`config.mk`:
```
export PLATFORM = sky130hd
export DESIGN_NAME = imm_encode_rv32i
export DESIGN_NICKNAME = d
export VERILOG_FILES = /design/src/rtl/imm_encode_rv32i.sv
export SDC_FILE = /design/constraint.sdc
export NUM_CORES = 1
export LEC_CHECK = 0
export BUFFER_PORTS_ARGS = -buffer_cell sky130_fd_sc_hd__buf_2
export CAP_MARGIN = 15
export CORE_MARGIN = 4
export CORE_UTILIZATION = 48
export CTS_BUF_LIST = sky130_fd_sc_hd__clkbuf_16
export DETAILED_ROUTE_END_ITERATION = 10
export GPL_ROUTABILITY_DRIVEN = 0
export PLACE_DENSITY = 0.78
export SETUP_SLACK_MARGIN = 0.4
export SLEW_MARGIN = 10
export SYNTH_ARGS = -nofsm -noshare
export SYNTH_HDL_FRONTEND = slang
export SYNTH_SLANG_ARGS = --single-unit
```
`constraint.sdc`:
```
create_clock -name clk -period 1.6 [get_ports clk]
set_input_delay 0.32 -clock clk [delete_from_list [all_inputs] [get_ports clk]]
set_output_delay 0.32 -clock clk [all_outputs]
set_load 0.005 [all_outputs]
```
`src/rtl/imm_encode_rv32i.sv`:
```
// ---------------------------------------------------------------------------
// ImmEncodeRv32i -- RV32I instruction assembler
//
// Packs opcode, register fields, funct fields and a 32-bit byte-offset
// immediate into RV32I instruction words. This is the inverse of the
// immediate extender. The LI pseudo-op expands to LUI followed by ADDI, or
// to a single ADDI when the immediate fits in signed 12 bits and LI_SHORT=1.
//
// Optional feature macro: IMM_RANGE_CHECK_EN
//   defined   -> out_err also flags immediates that do not fit the format
//                (the word is still emitted with the bits truncated)
//   undefined -> out_err is raised only for the illegal format 3'b111
//
// Parameters
//   RST_INSTR  out_instr value after reset (NOP = ADDI x0,x0,0)
//   LI_SHORT   1: an LI whose imm fits signed 12 bits emits a single ADDI
//
// Ports
//   clk, rst               clock, asynchronous active-high reset
//   in_valid / in_ready    request handshake
//   in_fmt                 000 I, 001 S, 010 B, 011 J, 100 U, 101 LI, 110 R, 111 illegal
//   in_opcode, in_funct3   opcode and funct3 (ignored for LI)
//   in_funct7              funct7 (R format only)
//   in_rd, in_rs1, in_rs2  register fields
//   in_imm                 32-bit immediate
//   out_valid / out_ready  output beat handshake
//   out_instr              encoded instruction word
//   out_last               final beat of the current request
//   out_err                illegal request / immediate out of range
// ---------------------------------------------------------------------------
module imm_encode_rv32i #(
   parameter logic [31:0] RST_INSTR = 32'h0000_0013,
   parameter bit          LI_SHORT  = 1'b1
) (
   input  logic        clk,
   input  logic        rst,
   input  logic        in_valid,
   output logic        in_ready,
   input  logic [2:0]  in_fmt,
   input  logic [6:0]  in_opcode,
   input  logic [4:0]  in_rd,
   input  logic [4:0]  in_rs1,
   input  logic [4:0]  in_rs2,
   input  logic [2:0]  in_funct3,
   input  logic [6:0]  in_funct7,
   input  logic [31:0] in_imm,
   output logic        out_valid,
   input  logic        out_ready,
   output logic [31:0] out_instr,
   output logic        out_last,
   output logic        out_err
);

   typedef enum logic [1:0] {
      EMPTY = 2'd0,
      LAST  = 2'd1,
      FIRST = 2'd2
   } state_t;

   localparam logic [2:0] FMT_I  = 3'b000;
   localparam logic [2:0] FMT_S  = 3'b001;
   localparam logic [2:0] FMT_B  = 3'b010;
   localparam logic [2:0] FMT_J  = 3'b011;
   localparam logic [2:0] FMT_U  = 3'b100;
   localparam logic [2:0] FMT_LI = 3'b101;
   localparam logic [2:0] FMT_R  = 3'b110;

   localparam logic [6:0] OP_LUI  = 7'b0110111;
   localparam logic [6:0] OP_ADDI = 7'b0010011;

   state_t      state_q, state_d;
   logic [31:0] instr_q, instr_d;
   logic [31:0] pend_q, pend_d;
   logic        last_q, last_d;
   logic        err_q, err_d;

   logic        accept;
   logic [31:0] encWord;
   logic [31:0] liAddi;
   logic [19:0] liHi;
   logic [11:0] liLo;
   logic        liFits;
   logic        encTwoBeat;
   logic        encErr;
   logic        rangeErr;

   // Handshake: a new request is taken when nothing is held, or when the
   // held final beat is leaving this cycle. The ADDI half of an LI blocks input.
   assign in_ready  = (state_q == EMPTY) || ((state_q == LAST) && out_ready);
   assign accept    = in_valid && in_ready;
   assign out_valid = (state_q != EMPTY);
   assign out_instr = instr_q;
   assign out_last  = last_q;
   assign out_err   = err_q;

`ifdef IMM_RANGE_CHECK_EN
   // Immediate fit check: the upper bits must be a sign extension of the
   // field's top bit, and branch/jump offsets must be halfword aligned.
   always_comb begin
      rangeErr = 1'b0;
      case (in_fmt)
         FMT_I, FMT_S: rangeErr = (in_imm[31:11] != {21{in_imm[11]}});
         FMT_B:        rangeErr = (in_imm[31:12] != {20{in_imm[12]}}) || in_imm[0];
         FMT_J:        rangeErr = (in_imm[31:20] != {12{in_imm[20]}}) || in_imm[0];
         FMT_U:        rangeErr = (in_imm[11:0] != 12'd0);
         default:      rangeErr = 1'b0;
      endcase
   end
`else
   assign rangeErr = 1'b0;
`endif

   // Encoder for the first (or only) beat. For LI the upper part is rounded
   // up by imm[11] because ADDI sign-extends its 12-bit immediate.
   always_comb begin
      liLo       = in_imm[11:0];
      liHi       = in_imm[31:12] + {19'd0, in_imm[11]};
      liFits     = (in_imm[31:11] == {21{in_imm[11]}});
      liAddi     = {liLo, in_rd, 3'b000, in_rd, OP_ADDI};
      encWord    = 32'd0;
      encTwoBeat = 1'b0;
      encErr     = 1'b0;
      case (in_fmt)
         FMT_I: encWord = {in_imm[11:0], in_rs1, in_funct3, in_rd, in_opcode};
         FMT_S: encWord = {in_imm[11:5], in_rs2, in_rs1, in_funct3, in_imm[4:0], in_opcode};
         FMT_B: encWord = {in_imm[12], in_imm[10:5], in_rs2, in_rs1, in_funct3,
                           in_imm[4:1], in_imm[11], in_opcode};
         FMT_J: encWord = {in_imm[20], in_imm[10:1], in_imm[11], in_imm[19:12], in_rd, in_opcode};
         FMT_U: encWord = {in_imm[31:12], in_rd, in_opcode};
         FMT_LI: begin
            if (LI_SHORT && liFits) begin
               encWord = {liLo, 5'd0, 3'b000, in_rd, OP_ADDI};
            end else begin
               encWord    = {liHi, in_rd, OP_LUI};
               encTwoBeat = 1'b1;
            end
         end
         FMT_R: encWord = {in_funct7, in_rs2, in_rs1, in_funct3, in_rd, in_opcode};
         default: begin
            encWord = 32'hDEAD_BEEF;
            encErr  = 1'b1;
         end
      endcase
      if (in_fmt != FMT_LI && in_fmt != FMT_R) begin
         encErr = encErr | rangeErr;
      end
   end

   // Output stage next-state. A held beat only changes when the consumer
   // takes it; the pending ADDI of a two-beat LI is parked in pend_q.
   always_comb begin
      state_d = state_q;
      instr_d = instr_q;
      pend_d  = pend_q;
      last_d  = last_q;
      err_d   = err_q;
      case (state_q)
         EMPTY, LAST: begin
            if (accept) begin
               instr_d = encWord;
               pend_d  = liAddi;
               err_d   = encErr;
               last_d  = !encTwoBeat;
               state_d = encTwoBeat ? FIRST : LAST;
            end else if ((state_q == LAST) && out_ready) begin
               last_d  = 1'b0;
               err_d   = 1'b0;
               state_d = EMPTY;
            end
         end
         FIRST: begin
            if (out_ready) begin
               instr_d = pend_q;
               last_d  = 1'b1;
               err_d   = 1'b0;
               state_d = LAST;
            end
         end
         default: state_d = EMPTY;
      endcase
   end

   // State registers; reset drops any pending ADDI beat.
   always_ff @(posedge clk or posedge rst) begin
      if (rst) begin
         state_q <= EMPTY;
         instr_q <= RST_INSTR;
         pend_q  <= RST_INSTR;
         last_q  <= 1'b0;
         err_q   <= 1'b0;
      end else begin
         state_q <= state_d;
         instr_q <= instr_d;
         pend_q  <= pend_d;
         last_q  <= last_d;
         err_q   <= err_d;
      end
   end

endmodule
```
# After elaboration in Yosys (flattened, before gate mapping)

Index checks and enable logic that the tools add are counted.

Output and inout port bits: 36
Register bits: 58
Word-level logic and storage cells: 52
Input port bits: 71

Reduce and logical (&&, ||, !) cells: 14
$add $sub $neg: 1
Mux-type cells: 20
Equal/unequal tests: 12

Operator list:

| kind               | number |
|---|---|
| $pmux 32 s7        | 1 |
| $mux 32            | 3 |
| $pmux 32 s2        | 1 |
| $add 20x1->20      | 1 |
| $eq 20x20->1       | 1 |
| $eq 3x3->1 const B | 3 |
| $mux 1             | 8 |
| $mux 2             | 4 |
| $reduce_or 7->1    | 1 |
| $eq 3x2->1 const B | 2 |
| $reduce_and 3->1   | 2 |
| $ne 2x2->1 const B | 2 |
| $pmux 1 s2         | 2 |
| $pmux 2 s2         | 1 |
| $reduce_and 2->1   | 2 |
| $reduce_bool 2->1  | 2 |
| $eq 3x1->1 const B | 1 |
| $logic_not 3->1    | 1 |
| $ne 3x3->1 const B | 1 |
| $eq 2x1->1 const B | 1 |
| $eq 2x2->1 const B | 1 |
| $logic_and 1x1->1  | 2 |
| $logic_not 2->1    | 1 |
| $reduce_or 2->1    | 1 |
| other kinds (2)    | 2 |

# Depth between registers and ports, before layout

Depth in word-level cells: 6
Mapped depth: 9
Mapped depth without buffers: 7

# Worst setup path after synthesis

No wires, ideal clock.

Path type: input port to flip-flop
Start point: in in_imm[13]
End point: reg instr_q[25], in the netlist out_instr[25]
Stages on the path: 9
Data required time: 1.471 ns
Library setup time: 0.129 ns
Buffers on the path: 3
Slack: -0.453 ns
Data arrival time: 1.924 ns
Cells stage by stage: buf_2 -> or4_1 -> a21oi_1 -> o2111ai_1 -> and2_1 -> buf_6 -> buf_6 -> a221oi_2 -> a21oi_1

Word-level cells in the longest chain between the ends: 5
Elaborated cells on any way between the ends: 6
Those cells by class: 1 x add/sub; 1 x eq/ne; 4 x mux

Ends and longest elaborated chain:

| what                                          | RTL line | RTL |
|---|---|---|
| start: declaration                            | 46       | `input logic [31:0] in_imm,` |
| $add 20x1->20 or $eq 20x20->1 (tied branches) | 117, 118 |  |
| $mux 32 *                                     | 131      | `if (LI_SHORT && liFits) begin` |
| $pmux 32 s7 *                                 | 123      | `case (in_fmt)` |
| $mux 32 *                                     | 159      | `if (accept) begin` |
| $pmux 32 s2 *                                 | 157      | `case (state_q)` |
| end signal: assignment                        | 193      | `instr_q <= instr_d;` |
| end: declaration                              | 72       | `logic [31:0] instr_q, instr_d;` |

Every way passes the cells marked *; elsewhere a longest branch is shown, timed or not. The select of a mux whose other input is x is not followed.
A chain may end at the register's enable or synchronous reset.

# Worst setup path after layout

Start point: in in_imm[11]
End point: reg instr_q[24], in the netlist out_instr[24]

The elaborated chain is that of the path after synthesis.

==> summary.md <==
| Metric | Value |
|---|---|
| Crit-path leading delay family | `compound AO/OA/AOI/OAI gates` |
| Main synth FF type | `dfrtp_1` |
| DR vias | `5082` |
| Clock Sink Count | `53` |
| Vias in the first global route | `4637` |
| Clock Root Buffer | `clkbuf_16` |
| Sw frac | `0.360` |
| VDD IR-drop max | `0.000538 V` |
| Post-synth cell types | `55` |
| Worst path required time | `1.81 ns` |
| CTS tree | `done` |
| Worst Setup Path Type | `in -> reg` |
| Cts bufs inserted | `5` |
| Final wirelength | `17.4 mm` |
| Core Util, Final | `0.853` |
| Share of cells above drive strength 1 | `0.507` |
| Max Freq | `545 MHz` |
| Psw | `0.00192 W` |
| Pre-CTS WS | `-0.572 ns` |
| Synth top cells by count | `nand2_1, o21ai_0, dfrtp_1, nor2_1, clkbuf_1` |
| Core area | `7370 um2` |
| Num rows | `31` |
| Delay of the slowest critical-path stage | `0.52 ns` |
| PD cells | `849 nW/um2` |
| CP max stage cell | `or4_4` |
| Post-synth EDFFs | `0` |
| WHS | `0.0227 ns` |
| Worst Slack Setup Final | `-0.234 ns` |
| Hold WC Path Type | `in -> async` |
| Tot GR Track Use | `0.338` |
| Pwr Total | `0.00534 W` |
| Synth area leader | `dfrtp_1` |
| Router iterations before antenna repair | `6` |
| Final TNS setup | `-5.24 ns` |
| Final Skew | `0.00751 ns` |
| Width of the chip | `95.7 um` |
| Bufs on Longest Clock Path | `2` |
| Initial Utilization | `0.501` |
| Net Count, Synth | `558` |
| Largest net degree at the start of global routing | `36` |
| Setup violators final | `45` |
| Clk_lat worst skew | `0.30 ns` |
| Initial DRC count | `718` |
| Ports | `107` |
| Cells after Synth | `485` |
| RSZ-0062 raised after global routing | `true` |
| Syn avg cell area | `7.62 um2` |
| Max_cap viols | `0` |
| Clk pwr share | `0.241` |
| WP buf/inv | `2` |
| Seq pwr share | `0.355` |
| Count leader, synth | `nand2_1` |
| Failing checks | `negative setup slack` |
| Worst R2R End | `out_instr[4]` |
| Yosys reg bits | `53` |
| Tightest Pin Transition | `0.441 ns` |
| Antenna cell count | `0` |
| Clock slew at reported path FFs | `0.08 ns` |
| Worst setup EP type | `register` |
| Wire length per cell | `22.1 um` |
| Final critical-path required period | `1.83 ns` |
| Period Utilization, post-route | `1.15` |
| Leak Pwr | `2.89 nW` |
| Initial antenna violation count | `1` |
| Reg2reg path depth | `9` |
| Synthesized area | `3690 um2` |
| Share of the synthesized area in the top cell type | `0.339` |
| Crit path arrival time | `2.04 ns` |
| Worst R2R Start | `state_q[1]` |
| Die Footprint | `9170 um2` |
| DRC | `0` |
| Sequential-to-total area share from yosys stat | `0.360` |
| PortBufs | `106` |
| Element type at the critical path start | `primary input` |
| GRT overflow | `0` |
| Hold buffer count at CTS | `0` |
| Outcome | `finished with violations` |
| Combinational group share of total power | `0.405` |
| Ys Warns | `0` |
| Layout Area Growth over Synthesis | `70.2%` |
| Worst slew margin | `0.697` |
| Final Max Slew Viols | `0` |
| Cell-internal power | `0.00342 W` |
| First-pass GRT wire length | `24.1 mm` |
| Fin. Hold Viols | `0` |
| DIE HEIGHT | `95.7 um` |
| Vias/cell | `6.47` |
| Dpl hpwl | `10.2 mm` |
| Crit Path Max Fanout | `10` |
| Top post-synthesis cells by area | `dfrtp_1, nand2_1, o21ai_0` |
| Remaining antenna violation count | `0` |
| Setup slack, reg-to-reg | `-0.19 ns` |
| Final net count | `759` |
| CTS H-Tree Depth | `2` |
| Critical path cell sequence | `buf_8 > or4_4 > a21oi_2 > o2111ai_2 > buf_4 > o21ai_4 > a22oi_1 > o21ai_1` |
| Asr flop ratio synth | `1.00` |
power by group through the flow:
| stage | Sequential, W | Clock (W) | Combinational, W |
|---|---|---|---|
| 6_report | 0.00189 | 0.00129 | 0.00216 |
| 5_1_grt | 0.00192 | 0.00133 | 0.00228 |
| 3_5_place_dp | 0.00181 | 0 | 0.00142 |
| 4_1_cts | 0.00182 | 0.00125 | 0.00174 |
| 3_3_place_gp | 0.00181 | 0 | 0.00138 |
| 2_1_floorplan | 0.00181 | 0 | 0.000747 |
worst max path at each step:
stage                    start       endpoint  slack (ns)  cells after the start
finish              in_imm[11]  out_instr[24]       -0.23                      8
global route        in_imm[18]  out_instr[14]       -0.27                      8
CTS                 in_imm[11]  out_instr[26]       -0.18                      8
detailed placement  in_imm[11]  out_instr[29]       -0.57                      9
global placement    in_imm[11]  out_instr[29]       -0.52                      9
floorplan           in_imm[11]  out_instr[25]       -0.32                      8
cell families (layout without fill, tap and decap cells):
kind of cell / after synthesis / in the layout / share of synthesized area
AOI/OAI and AO/OA: 160 / 160 / 0.277
DFF: 53 / 53 / 0.360
and+or+nand+nor: 194 / 194 / 0.231
xor gates and xnor gates: 19 / 19 / 0.0450
muxes: 10 / 10 / 0.0278
adders and majority gates: 2 / 2 / 0.00677
buffers and inverters: 47 / 249 / 0.0528
repair_timing:
| action | CTS | global route |
|---|---|---|
| gates resized for setup | 110 | 83 |
| endpoints found under the setup margin | 58 | 58 |
| pin swaps | 46 | 31 |
| endpoints found under the hold margin | 0 | 0 |
| buffers inserted | 20 | 14 |
| cloned | 3 | 1 |
cell type report:
type	instances	area, um2
Multi-Input combinational cell	385	2790
Sequential cell	53	1330
Timing Repair Buffer	229	1820
Clock inverter	3	46.3
Tap cell	99	124
Inverter	12	51.3
Fill cell	354	1080
Clock buffer	5	125
routing by layer:
metal	track usage	vias up	part of all wire
met4	0.127	2	0.062
met3	0.0719	122	0.12
li1	-	2142	-
met5	0	-	0.00080
met1	0.426	2367	0.35
met2	0.568	449	0.47
sequential cells by signal, indices dropped and copies added, names as in the netlist:
register and cells:
out_instr 32, pend_q 17, state_q 2, out_err 1
out_last 1
cell usage in the layout, fill, tap and decap left out, types with 4 or more instances in the layout:
cell type  netlist  routed
a21o_1           4       4
a21oi_1         26      18
a21oi_2          0       5
a221oi_2         2       5
a22oi_1          8       8
buf_12           0       9
buf_2            3      94
buf_4            0      87
buf_6            2      31
buf_8            0       4
clkbuf_16        0       6
dfrtp_1         50      49
inv_1           11       8
mux2i_1          8       7
nand2_1        102      68
nand2_2          0      20
nand2_4          0      14
nand3_1          6       6
nand4_1          6       6
nor2_1          42      28
nor2_2           0       6
nor2_4           0       8
nor2b_1          8       8
nor3_1           7       5
o211ai_1         6       6
o21ai_0         64      43
o21ai_1          2      12
o21ai_2          2       8
o21ai_4          0       5
o22ai_1          5       4
or3_1            5       5
xnor2_1         11       9
xor2_1           8       8
metrics by stage:
step	std cells	cell area [um2]
after detailed placement	740	4980
after global placement	740	4980
after global routing	786	6290
final	786	6290
after floorplan	485	3910
after CTS	771	5790
(Power assumes the default switching activity.)
